### src/rtl/channel_capture_pkg.sv
// Shared definitions for the logic-analyser channel capture stage: state and
// trigger-mode encodings plus the default sample depth shared with the display stage.
package channel_capture_pkg;

    localparam int unsigned DEFAULT_DATA_SIZE = 256;

    typedef enum logic [1:0] {
        CC_IDLE    = 2'd0,
        CC_ARMED   = 2'd1,
        CC_CAPTURE = 2'd2,
        CC_DONE    = 2'd3
    } cc_state_e;

    localparam logic [1:0] TRIG_FREE = 2'd0;
    localparam logic [1:0] TRIG_RISE = 2'd1;
    localparam logic [1:0] TRIG_FALL = 2'd2;
    localparam logic [1:0] TRIG_ANY  = 2'd3;

    // Edge modes need a valid previous sample; free-run always fires.
    function automatic logic trig_hit(input logic [1:0] mode, input logic prev_valid,
                                      input logic prev, input logic cur);
        logic hit;
        hit = 1'b0;
        case (mode)
            TRIG_FREE: hit = 1'b1;
            TRIG_RISE: hit = prev_valid & ~prev & cur;
            TRIG_FALL: hit = prev_valid & prev & ~cur;
            default:   hit = prev_valid & (prev ^ cur);
        endcase
        return hit;
    endfunction

endpackage

### src/rtl/channel_capture_sample_ticker.sv
// Programmable sample-rate divider: tick every prescale+1 enabled cycles.
// The divide ratio is latched while cleared and at each wrap.
module channel_capture_sample_ticker #(
    parameter int unsigned PRESCALE_WIDTH = 16
) (
    input  logic                      clk,
    input  logic                      rst_n,
    input  logic                      clear,
    input  logic                      enable,
    input  logic [PRESCALE_WIDTH-1:0] prescale,
    output logic                      tick
);

    logic [PRESCALE_WIDTH-1:0] cnt_q, cnt_d;
    logic [PRESCALE_WIDTH-1:0] lim_q, lim_d;

    assign tick = enable && !clear && (cnt_q == lim_q);

    always_comb begin
        cnt_d = cnt_q;
        lim_d = lim_q;
        if (clear) begin
            cnt_d = '0;
            lim_d = prescale;
        end else if (enable) begin
            if (tick) begin
                cnt_d = '0;
                lim_d = prescale;
            end else begin
                cnt_d = cnt_q + PRESCALE_WIDTH'(1);
            end
        end
    end

    always_ff @(posedge clk or negedge rst_n) begin
        if (!rst_n) begin
            cnt_q <= '0;
            lim_q <= '0;
        end else begin
            cnt_q <= cnt_d;
            lim_q <= lim_d;
        end
    end

endmodule

### src/rtl/channel_capture.sv
// One logic-analyser channel: synchronise, sample at a programmable rate, wait for a
// trigger, fill a DATA_SIZE buffer and publish it only at frame start.
module channel_capture
    import channel_capture_pkg::*;
#(
    parameter int unsigned DATA_SIZE      = DEFAULT_DATA_SIZE,
    parameter int unsigned PRESCALE_WIDTH = 16,
    parameter int unsigned SYNC_STAGES    = 2
) (
    input  logic                      clk,
    input  logic                      rst_n,
    input  logic                      sig_in,
    input  logic [PRESCALE_WIDTH-1:0] prescale,
    input  logic [1:0]                trig_mode,
    input  logic                      continuous,
    input  logic                      arm,
    input  logic                      abort,
    input  logic                      frame_start,
    output logic [DATA_SIZE-1:0]      data,
    output logic                      data_valid,
    output logic                      capture_done,
    output logic                      busy
);

    localparam int unsigned CntW = $clog2(DATA_SIZE) + 1;

    cc_state_e            state_q, state_d;
    logic [SYNC_STAGES-1:0] sync_q, sync_d;
    logic [DATA_SIZE-1:0] shift_q, shift_d;
    logic [DATA_SIZE-1:0] data_q, data_d;
    logic [CntW-1:0]      count_q, count_d;
    logic [CntW-1:0]      count_inc;
    logic                 prev_q, prev_d;
    logic                 prev_valid_q, prev_valid_d;
    logic                 data_valid_q, data_valid_d;
    logic                 capture_done_q, capture_done_d;
    logic                 s;
    logic                 running;
    logic                 tick;

    assign sync_d  = {sync_q[SYNC_STAGES-2:0], sig_in};
    assign s       = sync_q[SYNC_STAGES-1];
    assign running = (state_q == CC_ARMED) || (state_q == CC_CAPTURE);

    // Held clear outside ARMED/CAPTURE, so every entry to ARMED starts from zero.
    channel_capture_sample_ticker #(
        .PRESCALE_WIDTH(PRESCALE_WIDTH)
    ) u_ticker (
        .clk     (clk),
        .rst_n   (rst_n),
        .clear   (!running),
        .enable  (running),
        .prescale(prescale),
        .tick    (tick)
    );

    assign count_inc = count_q + CntW'(1);

    always_comb begin
        state_d        = state_q;
        shift_d        = shift_q;
        count_d        = count_q;
        prev_d         = prev_q;
        prev_valid_d   = prev_valid_q;
        data_d         = data_q;
        data_valid_d   = data_valid_q;
        capture_done_d = 1'b0;
        if (abort) begin
            state_d      = CC_IDLE;
            prev_valid_d = 1'b0;
        end else begin
            unique case (state_q)
                CC_IDLE: begin
                    prev_valid_d = 1'b0;
                    if (arm) state_d = CC_ARMED;
                end
                CC_ARMED: begin
                    if (tick) begin
                        prev_d       = s;
                        prev_valid_d = 1'b1;
                        if (trig_hit(trig_mode, prev_valid_q, prev_q, s)) begin
                            state_d = CC_CAPTURE;
                            shift_d = {s, shift_q[DATA_SIZE-1:1]};
                            count_d = CntW'(1);
                        end
                    end
                end
                CC_CAPTURE: begin
                    // Right shift with MSB entry leaves sample k in bit k after the last tick.
                    if (tick) begin
                        shift_d = {s, shift_q[DATA_SIZE-1:1]};
                        count_d = count_inc;
                        if (count_inc == CntW'(DATA_SIZE)) state_d = CC_DONE;
                    end
                end
                CC_DONE: begin
                    prev_valid_d = 1'b0;
                    if (frame_start) begin
                        data_d         = shift_q;
                        data_valid_d   = 1'b1;
                        capture_done_d = 1'b1;
                        state_d        = continuous ? CC_ARMED : CC_IDLE;
                    end
                end
                default: state_d = CC_IDLE;
            endcase
        end
    end

    always_ff @(posedge clk or negedge rst_n) begin
        if (!rst_n) begin
            state_q        <= CC_IDLE;
            sync_q         <= '0;
            shift_q        <= '0;
            count_q        <= '0;
            prev_q         <= 1'b0;
            prev_valid_q   <= 1'b0;
            data_q         <= '0;
            data_valid_q   <= 1'b0;
            capture_done_q <= 1'b0;
        end else begin
            state_q        <= state_d;
            sync_q         <= sync_d;
            shift_q        <= shift_d;
            count_q        <= count_d;
            prev_q         <= prev_d;
            prev_valid_q   <= prev_valid_d;
            data_q         <= data_d;
            data_valid_q   <= data_valid_d;
            capture_done_q <= capture_done_d;
        end
    end

    assign data         = data_q;
    assign data_valid   = data_valid_q;
    assign capture_done = capture_done_q;
    assign busy         = (state_q != CC_IDLE);

endmodule

### config.mk
export PLATFORM = sky130hd
export DESIGN_NAME = channel_capture
export DESIGN_NICKNAME = d
export VERILOG_FILES = /design/src/rtl/channel_capture_pkg.sv /design/src/rtl/channel_capture_sample_ticker.sv /design/src/rtl/channel_capture.sv
export SDC_FILE = /design/constraint.sdc
export NUM_CORES = 1
export LEC_CHECK = 0
export ABC_AREA = 1
export CELL_PAD_IN_SITES_DETAIL_PLACEMENT = 0
export CELL_PAD_IN_SITES_GLOBAL_PLACEMENT = 1
export CORE_MARGIN = 8
export CORE_UTILIZATION = 42
export CTS_CLUSTER_SIZE = 20
export DETAILED_ROUTE_END_ITERATION = 7
export PLACE_DENSITY = 0.77
export SYNTH_ARGS = -nofsm -noshare
export SYNTH_HDL_FRONTEND = slang
export SYNTH_SLANG_ARGS = --single-unit
### constraint.sdc
create_clock -name clk -period 2.25 [get_ports clk]
set_input_delay 0.3375 -clock clk [delete_from_list [all_inputs] [get_ports clk]]
set_output_delay 0.3375 -clock clk [all_outputs]
set_load 0.05 [all_outputs]
==> results.yml <==
power_and_ir_drop:
  finalPower_w: 0.0214
  p_seq_share_pct: 48.6
  switchingPower_w: 0.00518
  switching_share_pct: 24.2
  p_int_w: 0.0162
  clkPwrFrac_pct: 44.1
  cellPowerDensity_nw_per_um2: 764
  p_leak_nw: 12.6
  ir_drop_mv: 0.553
  comb_power_share_pct: 7.3
setup_path:
  critPathLaunchType: "register"
  worst-path-max-fanout: 2
  reg2reg_slack_ns: 0.12
  ff2ff_path_depth: 15
  critical_path.endpoint: "data[79]"
  path_buf_inv: 1
  crit_chain: "clkdlybuf4s50_1"
  crit_required_ns: 1.91
  critPathLaunch: "data[79]$_DFFE_PN0P_"
  critical_path.slowest_cell: "clkdlybuf4s50_1"
  cp_top_family: "buffers and inverters"
  worst-path-stages: 1
  max_stage_delay_ns: 0.84
  rr_startpoint: "u_ticker.cnt_q[9]$_DFF_PN0_"
  arrival_ns: 1.86
  critPathKind: "register to primary output"
  r2r-end: "shift_q[73]$_DFFE_PN0P_"
  endpoint_kind: "primary output"
sta:
  finClkSkew_ns: 0.0302
  worstMarginPinSlew_ns: 0.617
  period_share_pct: 97.6
  period_minus_slack_ns: 2.20
  slew_violations: 0
  final-setup-viol-count: 0
  clock.fmax_mhz: 455
  slew_headroom_pct: 58.8
  hold_viol: 0
  hold_slack_ns: 0.195
placed_design:
  io_buffers: 283
  place.gp.congestion: 0.775
  dpl_cell_area_um2: 25300
  dpl.hpwl_um: 34200
routing:
  firstDrtPassIters: 5
  drt-wirelength-per-cell_um: 16.4
  drt_wl_total_um: 54500
  vias_per_cell: 4.78
  vias: 15890
  first_iter_violations: 1111
  drc: 0
  antenna_left: 0
finish:
  nNetsFinal: 2630
  area_growth_pct: 30.2
  fin_area_um2: 28000
  drive_above_1_share_pct: 7.75
  num_antenna_cells: 0
synth:
  synth_edf_count: 0
  ys_ff_latch: 561
  netlist_area_um2: 21500
  syn_inst: 2275
  ys_types: 26
  ys_seq_area_share_pct: 65.3
  ys.flop_type: "dfrtp_1"
  ys_async_sr_fraction_pct: 100
  syn_area_per_cell_um2: 9.45
  syn-num-nets: 2308
  yosysWarningCount: 0
global_routing:
  antenna_found_initial: 0
  grt_pass1_vias: 15566
  grtUsageTotal_pct: 16.7
  grt_pass1_wl_um: 82400
  grt_max_degree: 117
  grt.overflow.total: 0
floorplanning:
  die_w_um: 242
  core_um2: 51000
  ioPinCount: 284
  die_y_um: 242
  start_util_pct: 42.2
  rows: 83
  die_area_um2: 58700
clock_network:
  cts_tree: "yes"
  h-tree-depth: 2
  numCtsBuffers: 59
  clockRootBuffer: "clkbuf_16"
  clkSlewWorstSetupHoldPaths_ns: 0.06
  insertion_delay_ns: 0.63
  clock_path_buffers: 3
  cts.sinks: 561
status:
  outcome: "complete, no violations"
min_path:
  hold_path.class: "input pin to register"
  hp-start: "sig_in"
run:
  max-cap-violations: 0
-- cell usage after synthesis (2+ instances only) --
library cell,number,area [µm²]
nor2_1,36,135
buf_2,10,50.1
nand2_1,644,2420
dfrtp_1,561,14000
inv_1,316,1190
nor2_2,2,12.5
nor3_1,2,10.0
clkbuf_1,83,312
buf_6,23,259
nand3_1,19,95.1
o211ai_1,3,22.5
or2_2,2,12.5
o21ai_1,201,1010
ha_1,8,100
o21ai_0,343,1720
inv_2,4,15.0
a21oi_1,5,25.0
nand4_1,3,18.8
xor2_1,3,26.3
-- how the worst min path moves through the flow --
stage | endpoint | slack [ns] | depth (start not counted)
after global placement | data[99]$_DFFE_PN0P_ | 0.34 | 1
after CTS | sync_q[0]$_DFF_PN0_ | 0.15 | 1
final | sync_q[0]$_DFF_PN0_ | 0.19 | 1
after floorplan | capture_done$_DFF_PN0_ | 0.04 | 0
after global routing | sync_q[0]$_DFF_PN0_ | 0.16 | 1
after detailed placement | data[98]$_DFFE_PN0P_ | 0.34 | 1
-- power groups by stage --
stage	Sequential [W]	Combinational (W)	Clock (W)
global route	0.0104	0.00179	0.0101
global placement	0.0106	0.00148	0
detailed placement	0.0106	0.00151	0
finish	0.0104	0.00157	0.00944
floorplan	0.0106	0.000828	0
CTS	0.0104	0.00152	0.00972
-- logic make-up after synthesis --
family / Yosys count / synth area share [%]
XOR/XNOR: 3 / 0.122
adder cells (fa/ha/maj): 8 / 0.466
flip-flops: 561 / 65.3
AND/OR/NAND/NOR: 710 / 12.6
AO/OA/AOI/OAI: 555 / 13.0
buffers and inverters: 438 / 8.51
-- metrics by stage --
| stage | cells | TNS (ns) | setup slack (ns) | util (%) |
|---|---|---|---|---|
| finish | 3325 | 0 | 0.0533 | 54.9 |
| global route | 3325 | -0.248 | -0.0298 | 54.9 |
| CTS | 3290 | 0 | 0.00000466 | 53.5 |
| detailed placement | 3180 | 0 | 0.0599 | 49.7 |
| global placement | 3180 | 0 | 0.0681 | 49.7 |
| floorplan | 2275 | 0 | 0.445 | - |
-- layout by cell type, fill, tap and decap left out, types with 2 or more instances in the layout --
master and count:
nand3_1 18, o211ai_1 3, clkbuf_1 19, xor2_1 3
clkbuf_8 14, nand2_2 2, nor3_1 2, dfrtp_2 3
a21oi_1 5, clkinv_4 3, buf_8 2, ha_1 8
buf_12 25, dlymetal6s2s_1 15, dfrtp_1 558, nor2_2 3
o21ai_1 202, o21ai_0 342, clkbuf_16 73, or2_2 2
dlygate4sd2_1 18, nor2_1 34, buf_6 10, clkinv_16 2
nand4_1 3, clkinv_2 9, inv_2 3, nand2_1 641
inv_1 316, buf_16 5, clkdlybuf4s50_1 247, nand2_8 3
buf_4 39
-- cell type report --
class	count	area (µm²)
clock buffer	92	1740
clock inverter	17	185
fill	4549	23000
inverter	321	1210
multi-input combinational	1278	5720
sequential	561	14000
tap	680	851
timing repair buffer	376	4250
-- per-layer routing --
layer | routed length, µm | vias to the layer above | global-route usage, %
met2 | 26500 | 331 | 26.9
met4 | 1030 | 0 | 4.72
met1 | 24100 | 7711 | 22.4
li1 | - | 7780 | -
met3 | 2850 | 68 | 3.98
met5 | 0 | - | 0
-- what timing repair did --
action | CTS | global route
gates cloned | 0 | 25
endpoints found under the hold margin | 29 | 0
buffers inserted | 0 | 10
endpoints found under the setup margin | 18 | 227
hold buffers | 1 | 0
gates resized for setup | 18 | 48
pin swaps | 0 | 5
-- sequential cells by signal, summed over array words and instances (netlist names) --
register,cells
prev_q,1
capture_done,1
state_q,2
sync_q,2
u_ticker.lim_q,16
data_valid,1
count_q,9
data,256
u_ticker.cnt_q,16
prev_valid_q,1
shift_q,256
-- worst reg2reg max path, delay by kind of cell (launching register included) --
kind                   cells  cell delay [ns]
AOI/OAI and AO/OA          1             0.07
buffers and inverters      4             0.56
DFF                        1             0.38
and+or+nand+nor           10             1.01
(Power assumes the default switching activity.)
